### src/rtl/pipe_pkg.sv
// Shared definitions for the generic pipeline stage register and its helpers.
package pipe_pkg;

    // Stage occupancy, encoded as {skid_v, main_v}
    typedef enum logic [1:0] {
        ST_EMPTY = 2'b00,
        ST_ONE   = 2'b01,
        ST_FULL  = 2'b11
    } pipe_state_e;

    localparam int unsigned MAX_CTRL_W = 64;
    localparam logic [MAX_CTRL_W-1:0] NOP_CTRL = '0;

    localparam int unsigned IFID_CTRL_W  = 4;
    localparam int unsigned IFID_DATA_W  = 64;
    localparam int unsigned IDEX_CTRL_W  = 16;
    localparam int unsigned IDEX_DATA_W  = 128;
    localparam int unsigned EXMEM_CTRL_W = 8;
    localparam int unsigned EXMEM_DATA_W = 101;
    localparam int unsigned MEMWB_CTRL_W = 4;
    localparam int unsigned MEMWB_DATA_W = 69;

endpackage

### src/rtl/pipe_sat_cnt.sv
// Saturating up-counter with synchronous clear; holds at all-ones instead of wrapping.
module pipe_sat_cnt
    import pipe_pkg::*;
#(
    parameter int unsigned W = 16
) (
    input  logic         clk,
    input  logic         reset,
    input  logic         clear,
    input  logic         inc,
    output logic [W-1:0] count
);

    localparam logic [W-1:0] CntOne = W'(1);
    localparam logic [W-1:0] CntMax = '1;

    logic [W-1:0] cnt_q, cnt_d;

    always_comb begin
        cnt_d = cnt_q;
        if (clear) begin
            cnt_d = '0;
        end else if (inc && (cnt_q != CntMax)) begin
            cnt_d = cnt_q + CntOne;
        end
    end

    always_ff @(posedge clk) begin
        if (!reset) begin
            cnt_q <= '0;
        end else begin
            cnt_q <= cnt_d;
        end
    end

    assign count = cnt_q;

endmodule

### src/rtl/pipe_stage_reg.sv
// Reusable pipeline stage register with valid/ready handshake, flush-to-bubble,
// optional 2-entry skid buffer and a saturating stall counter.
module pipe_stage_reg
    import pipe_pkg::*;
#(
    parameter int unsigned CTRL_W = 16,
    parameter int unsigned DATA_W = 128,
    parameter int unsigned SKID   = 1,
    parameter int unsigned CNT_W  = 16
) (
    input  logic              clk,
    input  logic              reset,
    input  logic              flush,
    input  logic              in_valid,
    output logic              in_ready,
    input  logic [CTRL_W-1:0] in_ctrl,
    input  logic [DATA_W-1:0] in_data,
    output logic              out_valid,
    input  logic              out_ready,
    output logic [CTRL_W-1:0] out_ctrl,
    output logic [DATA_W-1:0] out_data,
    output logic [CNT_W-1:0]  stall_cnt
);

    localparam logic [CTRL_W-1:0] NopCtrl = CTRL_W'(NOP_CTRL);

    logic              main_v_q, main_v_d, skid_v_q, skid_v_d;
    logic [CTRL_W-1:0] main_c_q, main_c_d, skid_c_q, skid_c_d;
    logic [DATA_W-1:0] main_d_q, main_d_d, skid_d_q, skid_d_d;
    logic              accept, fire;
    pipe_state_e       state;

    assign state     = pipe_state_e'({skid_v_q, main_v_q});
    assign in_ready  = (SKID != 0) ? ~skid_v_q : (~main_v_q | out_ready);
    assign out_valid = main_v_q;
    assign out_ctrl  = main_v_q ? main_c_q : NopCtrl;
    assign out_data  = main_d_q;
    assign accept    = in_valid & in_ready;
    assign fire      = main_v_q & out_ready;

    always_comb begin
        main_v_d = main_v_q;
        main_c_d = main_c_q;
        main_d_d = main_d_q;
        skid_v_d = skid_v_q;
        skid_c_d = skid_c_q;
        skid_d_d = skid_d_q;
        if (SKID != 0) begin
            case (state)
                ST_EMPTY: begin
                    if (accept) begin
                        main_v_d = 1'b1;
                        main_c_d = in_ctrl;
                        main_d_d = in_data;
                    end
                end
                ST_ONE: begin
                    if (accept && fire) begin
                        main_c_d = in_ctrl;
                        main_d_d = in_data;
                    end else if (accept) begin
                        skid_v_d = 1'b1;
                        skid_c_d = in_ctrl;
                        skid_d_d = in_data;
                    end else if (fire) begin
                        main_v_d = 1'b0;
                    end
                end
                ST_FULL: begin
                    // Skid entry is older than anything upstream, so it moves up first
                    if (fire) begin
                        main_c_d = skid_c_q;
                        main_d_d = skid_d_q;
                        skid_v_d = 1'b0;
                    end
                end
                default: begin
                    main_v_d = 1'b0;
                    skid_v_d = 1'b0;
                end
            endcase
        end else begin
            skid_v_d = 1'b0;
            skid_c_d = '0;
            skid_d_d = '0;
            if (accept) begin
                main_v_d = 1'b1;
                main_c_d = in_ctrl;
                main_d_d = in_data;
            end else if (fire) begin
                main_v_d = 1'b0;
            end
        end
        if (flush) begin
            main_v_d = 1'b0;
            main_c_d = '0;
            main_d_d = '0;
            skid_v_d = 1'b0;
            skid_c_d = '0;
            skid_d_d = '0;
        end
    end

    always_ff @(posedge clk) begin
        if (!reset) begin
            main_v_q <= 1'b0;
            main_c_q <= '0;
            main_d_q <= '0;
            skid_v_q <= 1'b0;
            skid_c_q <= '0;
            skid_d_q <= '0;
        end else begin
            main_v_q <= main_v_d;
            main_c_q <= main_c_d;
            main_d_q <= main_d_d;
            skid_v_q <= skid_v_d;
            skid_c_q <= skid_c_d;
            skid_d_q <= skid_d_d;
        end
    end

    pipe_sat_cnt #(
        .W(CNT_W)
    ) u_stall_cnt (
        .clk  (clk),
        .reset(reset),
        .clear(1'b0),
        .inc  (main_v_q & ~out_ready & ~flush),
        .count(stall_cnt)
    );

endmodule

### config.mk
export PLATFORM = sky130hd
export DESIGN_NAME = pipe_stage_reg
export DESIGN_NICKNAME = d
export VERILOG_FILES = /design/src/rtl/pipe_pkg.sv /design/src/rtl/pipe_sat_cnt.sv /design/src/rtl/pipe_stage_reg.sv
export SDC_FILE = /design/constraint.sdc
export NUM_CORES = 1
export LEC_CHECK = 0
export BUFFER_PORTS_ARGS = -buffer_cell sky130_fd_sc_hd__clkbuf_2
export CORE_MARGIN = 1.5
export CORE_UTILIZATION = 29
export CTS_BUF_LIST = sky130_fd_sc_hd__clkbuf_8
export DETAILED_ROUTE_END_ITERATION = 7
export PLACE_DENSITY = 0.47
export SYNTH_ARGS = -nofsm -noshare
export SYNTH_HDL_FRONTEND = slang
export SYNTH_SLANG_ARGS = --single-unit
### constraint.sdc
create_clock -name clk -period 2.7 [get_ports clk]
set_input_delay 0.135 -clock clk [delete_from_list [all_inputs] [get_ports clk]]
set_output_delay 0.135 -clock clk [all_outputs]
set_load 0.1 [all_outputs]
* Word-level counts from Yosys, hierarchy flattened
Cells that the tools add are included.
Storage, ports and cells: word-level logic and storage cells 54, bits in registers 306, output and inout bits 162
Operators by class: bitwise operators 11, mux-type cells 16, equality and inequality tests 10, reduce and logical (&&, ||, !) cells 9, add/sub/neg operators 1
Operator list (number):
- $mux 128 | 3
- $pmux 128 s3 | 1
- $mux 16 | 4
- $pmux 16 s3 | 1
- $add 16x1->16 const B | 1
- $ne 16x16->1 const B | 1
- $ne 2x2->1 const B | 7
- $reduce_and 4->1 | 2
- $not 1->1 | 7
- $pmux 1 s3 | 2
- $mux 1 | 5
- $reduce_and 5->1 | 1
- $and 1x1->1 | 4
- $reduce_and 3->1 | 1
- $reduce_bool 3->1 | 1
- $eq 2x1->1 const B | 1
- $eq 2x2->1 const B | 1
- $logic_and 1x1->1 | 2
- $logic_not 2->1 | 1
- $reduce_or 2->1 | 1

* Logic depth before layout (Yosys ltp)
depth in word-level cells 5, depth in mapped cells 8, mapped depth without buffers 5

* Modules after synthesis
Synthesis repeated with hierarchy kept, for this count alone.
Unflattened totals: cells, all modules 1231, area, all modules 11877.6 µm²
By module, submodules not included:
- pipe_stage_reg | sequential area each 5805.6 µm², cells an instance 1140, instances 1, area each 11013.1 µm²
- pipe_sat_cnt | sequential area each 320.3 µm², cells an instance 91, instances 1, area each 864.6 µm²

* Worst setup path before layout
Ideal clock, no wire load.
kind register to register, start register main_v_q, in the netlist out_valid, end register u_stall_cnt.cnt_q[9], in the netlist u_stall_cnt.count[9], cell stages (with the launch flop) 7, slack -0.017 ns, data required time 2.630 ns, data arrival time 2.646 ns, clock period less this slack 2.717 ns, cells stage by stage dfxtp_1 > or3b_1 > clkbuf_1 > or4_1 > buf_2 > or4_1 > a21oi_1
On the way: word-level cells in the longest chain between the ends 3
Ends and longest elaborated chain:
- from (decl) | RTL line pipe_stage_reg.sv:27 | logic main_v_q, main_v_d, skid_v_q, skid_v_d;
- from (signal assigned) | RTL line pipe_stage_reg.sv:113 | main_v_q <= main_v_d;
- $and 1x1->1 (2 in a row) | RTL line pipe_stage_reg.sv:128 | .inc (main_v_q & ~out_ready & ~flush),
- $logic_and 1x1->1 | RTL line pipe_sat_cnt.sv:23 | end else if (inc && (cnt_q != CntMax)) begin
- to (signal assigned) | RTL line pipe_sat_cnt.sv:32 | cnt_q <= cnt_d;
- to (decl) | RTL line pipe_sat_cnt.sv:17 | logic [W-1:0] cnt_q, cnt_d;
No other way between the ends. A chain may end at the register's enable or synchronous reset.

* Worst setup path in the final report
start register main_v_q, in the netlist out_valid, end output port out_ctrl[2]
On the way: word-level cells in the longest chain between the ends 1
Ends and longest elaborated chain:
- $mux 16 | RTL line pipe_stage_reg.sv:36 | assign out_ctrl = main_v_q ? main_c_q : NopCtrl;
- to (decl) | RTL line pipe_stage_reg.sv:20 | output logic [CTRL_W-1:0] out_ctrl,
No other way between the ends.

==> results by group <==
Run status
  • Outcome: complete, no violations

Detailed routing
  • Pre-Repair DR Iteration Count: 5
  • Final WL: 40400 um
  • DR vias/cell: 4.89
  • Final ANT Viol Nets: 0
  • Via Count: 12500
  • DRC violations left: 0
  • DR WL/cell: 15.8 um
  • Iteration-0 DRC Markers: 831

Logic synthesis
  • Post-synthesis sequential area ratio: 50.1%
  • Mapped Cells: 1575
  • Unique masters post-synth: 29
  • Synthesized flop and latch total: 306
  • Largest cells by area after synthesis: dfxtp_1 50%, nand2_1 14%, a311oi_1 10%
  • EDFF count, synth: 0
  • Syn Area/Cell: 7.76 sq um
  • Post-synth top area cell: dfxtp_1
  • Commonest register cell after synthesis: dfxtp_1
  • Asr flop ratio synth: 0%
  • Post-synth net total: 1725
  • Top-area cell type share of the netlist area: 50.1%
  • Synthesized area: 12200 sq um
  • Ys Warns: 0

STA
  • Tcrit/Tclk final: 94.3%
  • Tmin final: 2540 ps
  • Setup TNS Final: 0 ps
  • Max-slew violations: 0
  • Slew of the pin with the lowest slew margin: 970 ps
  • # setup viols final: 0
  • RSZ-0062 raised after global routing: false
  • Final hold violation count: 0
  • Rel. slew slack: 35.3%
  • Setup ws final: 155 ps
  • Skew final: 17.9 ps
  • Max Fclk: 393 MHz

Clock tree
  • Worst-Skew Late Latency: 620 ps
  • Clock sink count: 306
  • Clk buf depth: 3
  • H-Tree Depth: 2
  • Reg clk slew, reported paths: 60 ps
  • Post-CTS Repair Setup Buffers: 0
  • CTS tree: done
  • Total CTS buffers: 56
  • Root buf cell: clkbuf_8

Worst setup path
  • Worst Setup Start Kind: flip-flop
  • Worst Path Arrival: 2410 ps
  • Crit end category: output port
  • Worst Path Required: 2570 ps
  • Crit path max fanout: 54
  • Critical path class: flip-flop to output port

GRT
  • Largest net degree at the start of global routing: 116
  • First-pass GRT wire length: 64300 um
  • Gr ovfl total: 0
  • Initial antenna violation count: 1
  • GRT Util Overall: 18.2%
  • Vias in the first global route: 12100

Placed design
  • IO Port Bufs: 310
  • Pre-CTS setup slack: 569 ps
  • Gpl congestion: 0.741
  • Total placed cells including tap cells: 2308
  • HPWL Detailed: 23700 um

Power
  • VDD IR max: 311 uV
  • Pwr dens: 613 nW/um^2
  • Leak pwr: 6.77 nW

Die
  • CORE AREA: 41800 sq um
  • Initial Util: 29.3%
  • Die area: 43400 sq um
  • Ports: 311
  • Die Height: 208 um
  • Rows: 75
  • Die W: 208 um

Finish
  • Area Overhead vs Synth: 37.8%
  • Fin cells: 2557
  • Layout cells sized above 1: 20.8%
  • Fin nets: 2125
  • Final Util: 40.3%

Flow run
  • Max-Cap Viols: 0

Min path
  • Class of the worst hold path: input port to flip-flop
[registers in the layout (all words and copies together), names as in the netlist]
| register | count |
|---|---|
| main_c_q | 16 |
| out_valid | 1 |
| skid_v_q | 1 |
| u_stall_cnt.count | 16 |
| skid_c_q | 16 |
| out_data | 128 |
| skid_d_q | 128 |
[final cells by class]
type	count	area, sq um
Multi-Input combinational cell	1112	5540
Clock inverter	37	149
Timing Repair Buffer	492	3450
Fill cell	4348	24900
Tap cell	539	674
Inverter	7	26.3
Clock buffer	63	867
Antenna cell	1	2.50
Sequential cell	306	6130
[worst max-delay path: stages, from the launching register on]
cell,delay (ps)
dfxtp_4,430
buf_4,570
and2_1,230
clkbuf_2,480
[layer usage]
metal / global-route usage [%] / wire length (um) / vias up
met2: 29.2 / 18400 / 341
li1: - / - / 6247
met4: 6.80 / 1170 / 0
met5: 0 / 0 / -
met1: 23.6 / 18500 / 5835
met3: 4.50 / 2380 / 77
[synthesized netlist by cell type (6+ instances only)]
master and instances:
nand3_1 150, nand2_1 444, nor4_1 6, clkbuf_1 143, nor2_1 148, dfxtp_1 306, and2_1 16, o31ai_1 6
inv_1 6, or4_1 7, a21oi_1 155, a311oi_1 144
[placed cells by master (no fill, tap or decap), drive strengths merged, types with 7 or more instances in the layout]
cell,synthesis,routed
nor2,148,148
a311oi,144,144
dfxtp,306,306
nand2,444,444
a21oi,155,155
buf,7,34
dlygate4sd3,0,148
and2,16,16
clkbuf,143,373
or4,7,7
inv,7,40
nand3,150,150
[stage by stage]
stage               hold WS [ps]  cell area [sq um]  power, mW
detailed placement           378              14300       6.19
floorplan                    270              12200       5.79
CTS                          224              16800       10.5
global route                 261              16800       10.8
global placement             373              14300       6.19
finish                       295              16800       10.3
[where the power goes]
part           switching (mW)  internal, mW  total (mW)
registers              0.0692          4.63        4.70
clock network            1.95          2.11        4.05
logic                    1.14         0.428        1.57
total                    3.16          7.16        10.3
[what timing repair did]
item / in CTS / in global routing
resized for setup: 0 / 0
endpoints found under the hold margin: 295 / 0
hold buffers: 148 / 0
[path summary, 6_finish.rpt]
| path | from | end | slack (ps) | cells past startpoint |
|---|---|---|---|---|
| worst max-delay path | out_valid | out_ctrl[2] | 160 | 3 |
| worst min-delay path | in_data[72] | skid_d_q[72] | 290 | 4 |
| worst max register to register | out_valid | u_stall_cnt.count[13] | 560 | 4 |
| worst min register to register | skid_d_q[91] | skid_d_q[91] | 450 | 2 |
[cell families after synthesis]
logic type,Yosys count,share of synthesized area (%)
adders and majority gates,1,0.102
and+or+nand+nor,793,27.1
AOI/OAI and AO/OA,313,17.4
DFF,306,50.1
buffers and inverters,157,4.87
muxes,5,0.410
(Power assumes the default switching activity.)
